**config.mk**
```make
export PLATFORM = sky130hd
export DESIGN_NAME = dispatch_queue
export DESIGN_NICKNAME = d
export VERILOG_FILES = /design/src/rtl/dispatch_queue_pkg.sv /design/src/rtl/dispatch_queue_pair_check.sv /design/src/rtl/dispatch_queue.sv
export SDC_FILE = /design/constraint.sdc
export NUM_CORES = 1
export LEC_CHECK = 0
export CAP_MARGIN = 10
export CORE_AREA = 2 2 222 279
export CTS_BUF_LIST = sky130_fd_sc_hd__clkbuf_16
export CTS_CLUSTER_DIAMETER = 200
export DETAILED_ROUTE_END_ITERATION = 7
export DIE_AREA = 0 0 224 281
export MAX_ROUTING_LAYER = met4
export PLACE_DENSITY_LB_ADDON = 0.25
export SLEW_MARGIN = 20
export SYNTH_ARGS = -nofsm -noshare
export SYNTH_HDL_FRONTEND = slang
export SYNTH_SLANG_ARGS = --single-unit
```
**constraint.sdc**
```tcl
create_clock -name clk -period 7.7 [get_ports clk]
set_input_delay 1.54 -clock clk [delete_from_list [all_inputs] [get_ports clk]]
set_output_delay 1.54 -clock clk [all_outputs]
set_load 0.02 [all_outputs]
```
**src/rtl/dispatch_queue_pkg.sv**
```systemverilog
// Shared cpu types plus dispatch-queue entry and FSM state.
// Imported by the queue, its pair checker and the bench.
package dispatch_queue_pkg;

  localparam int REG_W = 5;
  localparam logic [REG_W-1:0] REG_ZERO = '0;
  localparam int REG_NUM = 32;

  typedef logic [31:0] virt_t;

  typedef struct packed {
    logic [7:0]       op;
    logic [REG_W-1:0] src1;
    logic [REG_W-1:0] src2;
    logic [REG_W-1:0] dest;
    logic             use_src1;
    logic             use_src2;
    logic             rf_we;
    logic             is_alu1_op;
    logic             is_alu2_op;
    logic             is_br_op;
    logic             is_mul_div_op;
    logic             is_load_store_op;
  } decoded_inst_t;

  typedef struct packed {
    logic       ex;
    logic [4:0] code;
  } exception_t;

  typedef struct packed {
    virt_t         pc;
    decoded_inst_t inst;
    exception_t    ex;
    logic          store;
    logic          priv;
    logic          eret;
  } dq_entry_t;

  typedef enum logic [1:0] {
    IDLE,
    DRAIN,
    HOLD
  } dq_state_t;

  function automatic logic dq_is_serial(input dq_entry_t e);
    return e.priv | e.eret | e.ex.ex;
  endfunction

endpackage

```
**src/rtl/dispatch_queue_pair_check.sv**
```systemverilog
// Dual-issue pairing rules for head and head+1.
// Purely combinational.
module dq_pair_check
  import dispatch_queue_pkg::*;
(
  input  dq_entry_t i_a,
  input  dq_entry_t i_b,
  output logic      o_can_pair
);

  logic w_raw;
  logic w_md;
  logic w_ls;
  logic w_unused;

  assign w_raw = i_a.inst.rf_we &&
    ((i_b.inst.use_src1 && i_b.inst.src1 == i_a.inst.dest) ||
     (i_b.inst.use_src2 && i_b.inst.src2 == i_a.inst.dest));

  assign w_md = i_a.inst.is_mul_div_op & i_b.inst.is_mul_div_op;
  assign w_ls = i_a.inst.is_load_store_op & i_b.inst.is_load_store_op;

  assign o_can_pair = !dq_is_serial(i_a) && !dq_is_serial(i_b) &&
    !i_b.inst.is_br_op && !w_md && !w_ls && !w_raw;

  assign w_unused = ^{i_a, i_b};

endmodule

```
**src/rtl/dispatch_queue.sv**
```systemverilog
// Decoded-instruction queue with in-order dual-issue dispatch.
// Serial entries issue alone against an empty back end.
module dispatch_queue
  import dispatch_queue_pkg::*;
#(
  parameter int DEPTH = 8,
  parameter int PTR_W = $clog2(DEPTH)
) (
  input  logic                clk,
  input  logic                reset,
  input  logic                flush,
  input  logic [1:0]          in_valid,
  input  virt_t [1:0]         in_pc,
  input  decoded_inst_t [1:0] in_inst,
  input  exception_t [1:0]    in_ex,
  input  logic [1:0]          in_store,
  input  logic [1:0]          in_priv,
  input  logic [1:0]          in_eret,
  output logic                in_ready,
  output logic [1:0]          out_valid,
  output virt_t [1:0]         out_pc,
  output decoded_inst_t [1:0] out_inst,
  output exception_t [1:0]    out_ex,
  output logic [1:0]          out_store,
  input  logic [1:0]          out_ready,
  input  logic                commit_empty,
  input  logic                serial_done
);

  localparam logic [PTR_W:0] LP_DEPTH = (PTR_W+1)'(DEPTH);
  localparam logic [PTR_W:0] LP_TWO   = (PTR_W+1)'(2);

  dq_entry_t        r_mem [DEPTH];
  logic [PTR_W-1:0] r_head;
  logic [PTR_W-1:0] r_tail;
  logic [PTR_W:0]   r_count;
  dq_state_t        r_state;
  dq_state_t        w_state_nx;

  dq_entry_t        w_hd0;
  dq_entry_t        w_hd1;
  dq_entry_t        w_new0;
  dq_entry_t        w_new1;
  logic [PTR_W-1:0] w_head1;
  logic [PTR_W-1:0] w_tail1;
  logic             w_have1;
  logic             w_have2;
  logic             w_pair;
  logic             w_push0;
  logic             w_push1;
  logic             w_pop0;
  logic             w_pop1;
  logic [1:0]       w_n_push;
  logic [1:0]       w_n_pop;

  assign w_head1 = r_head + 1'b1;
  assign w_tail1 = r_tail + 1'b1;
  assign w_hd0   = r_mem[r_head];
  assign w_hd1   = r_mem[w_head1];
  assign w_have1 = r_count != '0;
  assign w_have2 = r_count >= LP_TWO;

  assign in_ready = (LP_DEPTH - r_count) >= LP_TWO;

  assign w_new0 = '{pc: in_pc[0], inst: in_inst[0], ex: in_ex[0],
                    store: in_store[0], priv: in_priv[0],
                    eret: in_eret[0]};
  assign w_new1 = '{pc: in_pc[1], inst: in_inst[1], ex: in_ex[1],
                    store: in_store[1], priv: in_priv[1],
                    eret: in_eret[1]};

  dq_pair_check u_pair (
    .i_a        (w_hd0),
    .i_b        (w_hd1),
    .o_can_pair (w_pair)
  );

  assign out_pc[0]    = w_hd0.pc;
  assign out_pc[1]    = w_hd1.pc;
  assign out_inst[0]  = w_hd0.inst;
  assign out_inst[1]  = w_hd1.inst;
  assign out_ex[0]    = w_hd0.ex;
  assign out_ex[1]    = w_hd1.ex;
  assign out_store[0] = w_hd0.store;
  assign out_store[1] = w_hd1.store;

  // Issue slot valids and serialization state transitions.
  always_comb begin
    w_state_nx = r_state;
    out_valid  = 2'b00;
    unique case (r_state)
      IDLE: begin
        if (w_have1) begin
          if (dq_is_serial(w_hd0)) begin
            if (commit_empty) begin
              out_valid = 2'b01;
              if (out_ready[0]) w_state_nx = HOLD;
            end else begin
              w_state_nx = DRAIN;
            end
          end else begin
            out_valid = {w_have2 & w_pair, 1'b1};
          end
        end
      end
      DRAIN: if (commit_empty) w_state_nx = IDLE;
      HOLD:  if (serial_done) w_state_nx = IDLE;
      default: w_state_nx = IDLE;
    endcase
  end

  assign w_pop0   = out_valid[0] & out_ready[0];
  assign w_pop1   = w_pop0 & out_valid[1] & out_ready[1];
  assign w_push0  = in_ready & in_valid[0];
  assign w_push1  = w_push0 & in_valid[1];
  assign w_n_pop  = {1'b0, w_pop0} + {1'b0, w_pop1};
  assign w_n_push = {1'b0, w_push0} + {1'b0, w_push1};

  // Pointer, occupancy and FSM registers; flush acts as reset.
  always_ff @(posedge clk) begin
    if (reset || flush) begin
      r_head  <= '0;
      r_tail  <= '0;
      r_count <= '0;
      r_state <= IDLE;
    end else begin
      r_head  <= r_head + PTR_W'(w_n_pop);
      r_tail  <= r_tail + PTR_W'(w_n_push);
      r_count <= r_count + (PTR_W+1)'(w_n_push)
                         - (PTR_W+1)'(w_n_pop);
      r_state <= w_state_nx;
    end
  end

  // Entry payload writes; storage is never cleared.
  always_ff @(posedge clk) begin
    if (w_push0 && !reset && !flush) r_mem[r_tail]  <= w_new0;
    if (w_push1 && !reset && !flush) r_mem[w_tail1] <= w_new1;
  end

endmodule

```
* Word level (Yosys, flattened, before mapping) *
Memory sizes are Yosys's and may differ from the RTL's. A register that Yosys moved wholly into a read port is not among the register bits.
Cells that the tools add are included.

operators by class
  multipliers = 0
  add/sub/neg operators = 9
  shift operators = 0
  equal/unequal tests = 9
  magnitude comparators = 2
  reductions and logical operators = 25
  bitwise operators = 12
  divide/modulo/power cells = 0
  mux-type cells = 16

operators with widths
  kind                 number
  $mux 2               9
  $logic_and 1x1->1    12
  $eq 5x5->1           2
  $and 1x1->1          8
  $ge 4x2->1 const B   2
  $logic_not 1->1      8
  $ne 2x2->1 const B   4
  $add 3x1->3 const B  2
  $add 3x2->3          2
  $pmux 2 s3           1
  $mux 1               5
  $reduce_and 5->1     1
  $add 1x1->2          2
  $add 4x2->4          1
  $or 1x1->1           4
  $reduce_bool 4->1    1
  $sub 4x2->4          1
  $sub 4x4->4 const A  1
  $mux 3               1
  $ne 3x3->1 const B   1
  $eq 2x1->1 const B   1
  $eq 2x2->1 const B   1
  $logic_not 2->1      1
  $logic_or 1x1->1     2

word-level totals
  output and inout port bits = 143
  ROM bits = 0
  memories kept = 1
  bits in latches = 0
  register bits after elaboration = 12
  bits in writable memories = 576
  input port bits = 153

memories
  name   depth  bits a word  rd ports  clocked after Yosys merged registers in  wr ports  RTL line              RTL
  r_mem  8      72           2         1                                        2         dispatch_queue.sv:33  dq_entry_t r_mem [DEPTH];

* Longest topological paths before layout *
An unclocked memory read counts as a cell.

  depth after elaboration = 20
  gate-level depth with buffers = 20
  gate-level depth less buffers = 16

* Modules after synthesis *
A second synthesis with hierarchy kept.

second synthesis, totals
  cells, all modules = 1997
  area total of the unflattened synthesis = 35172.5 um^2

by module, submodules not included
  module          times used  sequential area each (um^2)  cells each  area each (um^2)
  dispatch_queue  1           17536.8                      1979        35016.1
  dq_pair_check   1           0.0                          18          156.4

* Worst setup path after synthesis *
OpenSTA, ideal clock, no wires.

  path type = input to register
  start = input reset
  end = memory r_mem[7][0] (netlist bit), enable pin
  cell stages on the path = 6
  path slack = 1.041 ns
  setup time = 0.527 ns
  arrival time = 6.132 ns
  buffers on the path = 2
  required time = 7.173 ns
  cell sequence = or2_2 clkbuf_1 or3_1 buf_2 nand2b_4 o22ai_1

RTL lines
  item                RTL line              RTL
  start: declaration  dispatch_queue.sv:10  input logic reset,
  end: declaration    dispatch_queue.sv:33

* Worst setup path in the final report *
  start = register r_head[0]
  end = output out_valid[1]

between the ends
  longest elaborated chain between the ends = 14

RTL lines
  item                            RTL line                         RTL
  start: declaration              dispatch_queue.sv:34             logic [PTR_W-1:0] r_head;
  start signal: assignment        dispatch_queue.sv:127            r_head <= r_head + PTR_W'(w_n_pop);
  $add 3x1->3 (*)                 dispatch_queue.sv:56             assign w_head1 = r_head + 1'b1;
  $mem_v2 8x72 (*)                n/a
  $or 1x1->1 (2 in a row)         dispatch_queue_pkg.sv:47         return e.priv | e.eret | e.ex.ex;
  $logic_not 1->1                 dispatch_queue_pair_check.sv:23  assign o_can_pair = !dq_is_serial(i_a) && !dq_is_serial(i_b) &&
  $logic_and 1x1->1 (2 in a row)  dispatch_queue_pair_check.sv:23
  $logic_and 1x1->1 (2 in a row)  dispatch_queue_pair_check.sv:24  !i_b.inst.is_br_op && !w_md && !w_ls && !w_raw;
  $logic_and 1x1->1 (*)           dispatch_queue_pair_check.sv:24
  $and 1x1->1 (*)                 dispatch_queue.sv:102            out_valid = {w_have2 & w_pair, 1'b1};
  $mux 2 (*)                      dispatch_queue.sv:94             if (dq_is_serial(w_hd0)) begin
  $mux 2 (*)                      dispatch_queue.sv:93             if (w_have1) begin
  $mux 2 (*)                      dispatch_queue.sv:91             unique case (r_state)
  end: declaration                dispatch_queue.sv:20             output logic [1:0] out_valid,

Every way passes the cells marked *; elsewhere a longest branch is shown, timed or not.

==> results.sh <==
export IMPL_outcome="finished clean"
export IMPL_max_slew_worst_pin_slew_ps=1160
export IMPL_via_per_inst=6.85
export IMPL_synth_top_cell_by_area="edfxtp_1"
export IMPL_ys_flop_type="edfxtp_1"
export IMPL_grt_pass1_wl_um=147000
export IMPL_ys_types=52
export IMPL_ys_async_sr_fraction_pct=0
export IMPL_synth_cells=2165
export IMPL_p_leak_nw=12.8
export IMPL_drc=0
export IMPL_power_density_nw_per_um2=196
export IMPL_min_period_over_period_pct=91.1
export IMPL_dr_pass1_iters=7
export IMPL_post_cts_resized=0
export IMPL_worst_setup_path_start_kind="register"
export IMPL_seq_power_share_pct=45.8
export IMPL_drtIter0Drc=2146
export IMPL_globalplace_congestion=0.882
export IMPL_min_path_cells=2
export IMPL_dieArea_sq_um=62900
export IMPL_clockPowerShare_pct=35.8
export IMPL_cts_buffers=60
export IMPL_relSlewSlack_pct=22.6
export IMPL_finalHoldViolations=0
export IMPL_clk_pin_slew_ps=60
export IMPL_antenna_found_initial=26
export IMPL_routed_wl_um=99100
export IMPL_syn_area_sq_um=35300
export IMPL_rsz0062_at_grt="no"
export IMPL_setup_viol=0
export IMPL_avgSynthCellArea_sq_um=16.3
export IMPL_maxCapViolCount=0
export IMPL_synth_top_area_share_pct=49.0
export IMPL_synth_nets=2334
export IMPL_clock_path_buffers=3
export IMPL_yosys_warnings=0
export IMPL_period_needed_ps=7020
export IMPL_finish_utilization_pct=67.5
export IMPL_dpl_cell_area_sq_um=38700
export IMPL_grt_max_degree=109
export IMPL_p_sw_mw=2.04
export IMPL_switching_share_pct=25.7
export IMPL_fin_skew_ps=14.2
export IMPL_ios=296
export IMPL_synthTopCellsByArea="edfxtp_1, mux4_2, mux2_2"
export IMPL_overflow=0
export IMPL_critPathKind="reg -> out"
export IMPL_end_kind="output pin"
export IMPL_cp_required_ps=6160
export IMPL_wl_per_cell_um=30.5
export IMPL_hold_class="reg -> reg"
export IMPL_synth_commonest_cells="edfxtp_1, mux2_2, mux4_2"
export IMPL_critPathArrivalTime_ps=5480
export IMPL_layout_nets=2570
export IMPL_fillers=4066
export IMPL_grt_usage_pct=32.6
export IMPL_max_freq_ghz=0.142
export IMPL_drv_slew=0
export IMPL_ys_ff_latch=588
export IMPL_post_cts_buffers=0
export IMPL_ant_nets=0
export IMPL_holdBufCountCts=0
export IMPL_drive_gt1_share_pct=36.7
export IMPL_share_comb_of_total_power_pct=18.3
export IMPL_clock_latency_ps=640
export IMPL_hold_slack_ps=570
export IMPL_yosysSeqAreaShare_pct=49.7
export IMPL_synthToLayoutAreaGrowth_pct=15.4
export IMPL_reg2reg_depth=16
export IMPL_die_h_um=281
export IMPL_tns_ps=0
export IMPL_tritoncts="done"
export IMPL_core_area_sq_um=60300
export IMPL_cts_root_buf="clkbuf_16"
export IMPL_grt_pass1_vias=23361
export IMPL_h_tree_depth=2
export IMPL_fin_area_sq_um=40700
export IMPL_vias=22252
export IMPL_synth_edf_count=576
export IMPL_p_int_mw=5.92
export IMPL_initial_core_util_pct=58.6
export IMPL_yosysMostFrequentCell="edfxtp_1"
export IMPL_final_cell_count_no_fill=3248
export IMPL_port_buffers=295
export IMPL_ir_worst_vdd_v=0.000176
export IMPL_cts_sinks=588
export IMPL_crit_path_max_fanout=108
export IMPL_dp_hpwl_um=57700
export IMPL_rows=101
export IMPL_dpl_cell_count=3109
export IMPL_die_w_um=224
==> worst max-delay path, cell delays in order (launching register included) <==
cell	delay, ps
dfxtp_4	810
ha_4	720
buf_12	700
mux4_2	460
xor2_1	160
o22ai_1	160
nor2_1	90
nor4_1	770
nor3_1	200
clkdlybuf4s50_1	600
==> state kept, by name, summed over array words and instances (netlist names) <==
name and flops:
r_tail 3, r_mem 576, r_head 3, r_state 2
r_count 4
==> cell type report <==
type	count	area [sq um]	area share, %
sequential	588	17500	43.1
multi-input combinational	1397	16800	41.3
timing repair buffer	336	3360	8.26
clock buffer	61	1530	3.75
tap	772	966	2.37
clock inverter	50	352	0.864
inverter	18	67.6	0.166
antenna	26	65.1	0.160
==> layer usage <==
metal	track usage, %	vias up	routed length, um	part of all wire (%)
met5	-	-	0	0
met4	12.0	0	3000	3.0
met3	5.78	181	8390	8.5
met2	54.3	1181	50400	51
met1	40.3	11616	37400	38
li1	-	9274	-	-
==> cell families (layout without fill, tap and decap cells) <==
group                      count (synthesis)  count (layout)  share of synthesized area [%]
xor gates and xnor gates                  42              42                           1.10
buffers and inverters                    180             465                           3.00
other                                      0              26                              0
and+or+nand+nor                          302             302                           3.99
muxes                                    992             992                           40.8
AOI/OAI and AO/OA                         45              45                          0.815
DFF                                      588             588                           49.7
adders and majority gates                 16              16                          0.652
==> worst paths after layout <==
| path | startpoint | end | slack (ps) |
|---|---|---|---|
| setup / recovery | r_head[0] | out_valid[1] | 680 |
| hold / removal | r_state[1] | r_state[1] | 570 |
| setup reg to reg | r_head[0] | r_count[3] | 1700 |
| hold reg to reg | r_state[1] | r_state[1] | 570 |
==> power by group through the flow <==
stage	clock (mW)	sequential [mW]	combinational, mW
CTS	2.88	3.65	1.46
detailed placement	0	3.71	1.45
finish	2.85	3.65	1.46
floorplan	0	3.69	0.921
global placement	0	3.71	1.42
global route	2.98	3.65	1.55
==> metrics by stage <==
| stage | power, mW | setup slack (ps) |
|---|---|---|
| CTS | 7.98 | 631 |
| global placement | 5.13 | 1310 |
| floorplan | 4.61 | 1040 |
| detailed placement | 5.16 | 1320 |
| finish | 7.96 | 682 |
| global route | 8.19 | 452 |
==> placed cells by master (no fill, tap or decap), drive strengths merged, types with 2 or more instances in the layout <==
cell type and instances:
nor2 29, edfxtp 576, a211oi 2, bufinv 5, clkbuf 61, nor3 25
nand3b 4, nor3b 10, or3 4, buf 41, mux4 291, o22ai 7
and2 5, o21ai 9, clkinv 29, diode 26, xor2 27, dfxtp 12
fa 4, o21bai 2, nand2b 12, inv 33, nor4 5, mux2 653
a21oi 8, a31oi 6, or2 3, ha 12, xnor2 15, o31ai 2
o21a 2, mux2i 48, nor2b 3, nand2 194, nand3 5, clkdlybuf4s50 295
(Power assumes the default switching activity.)
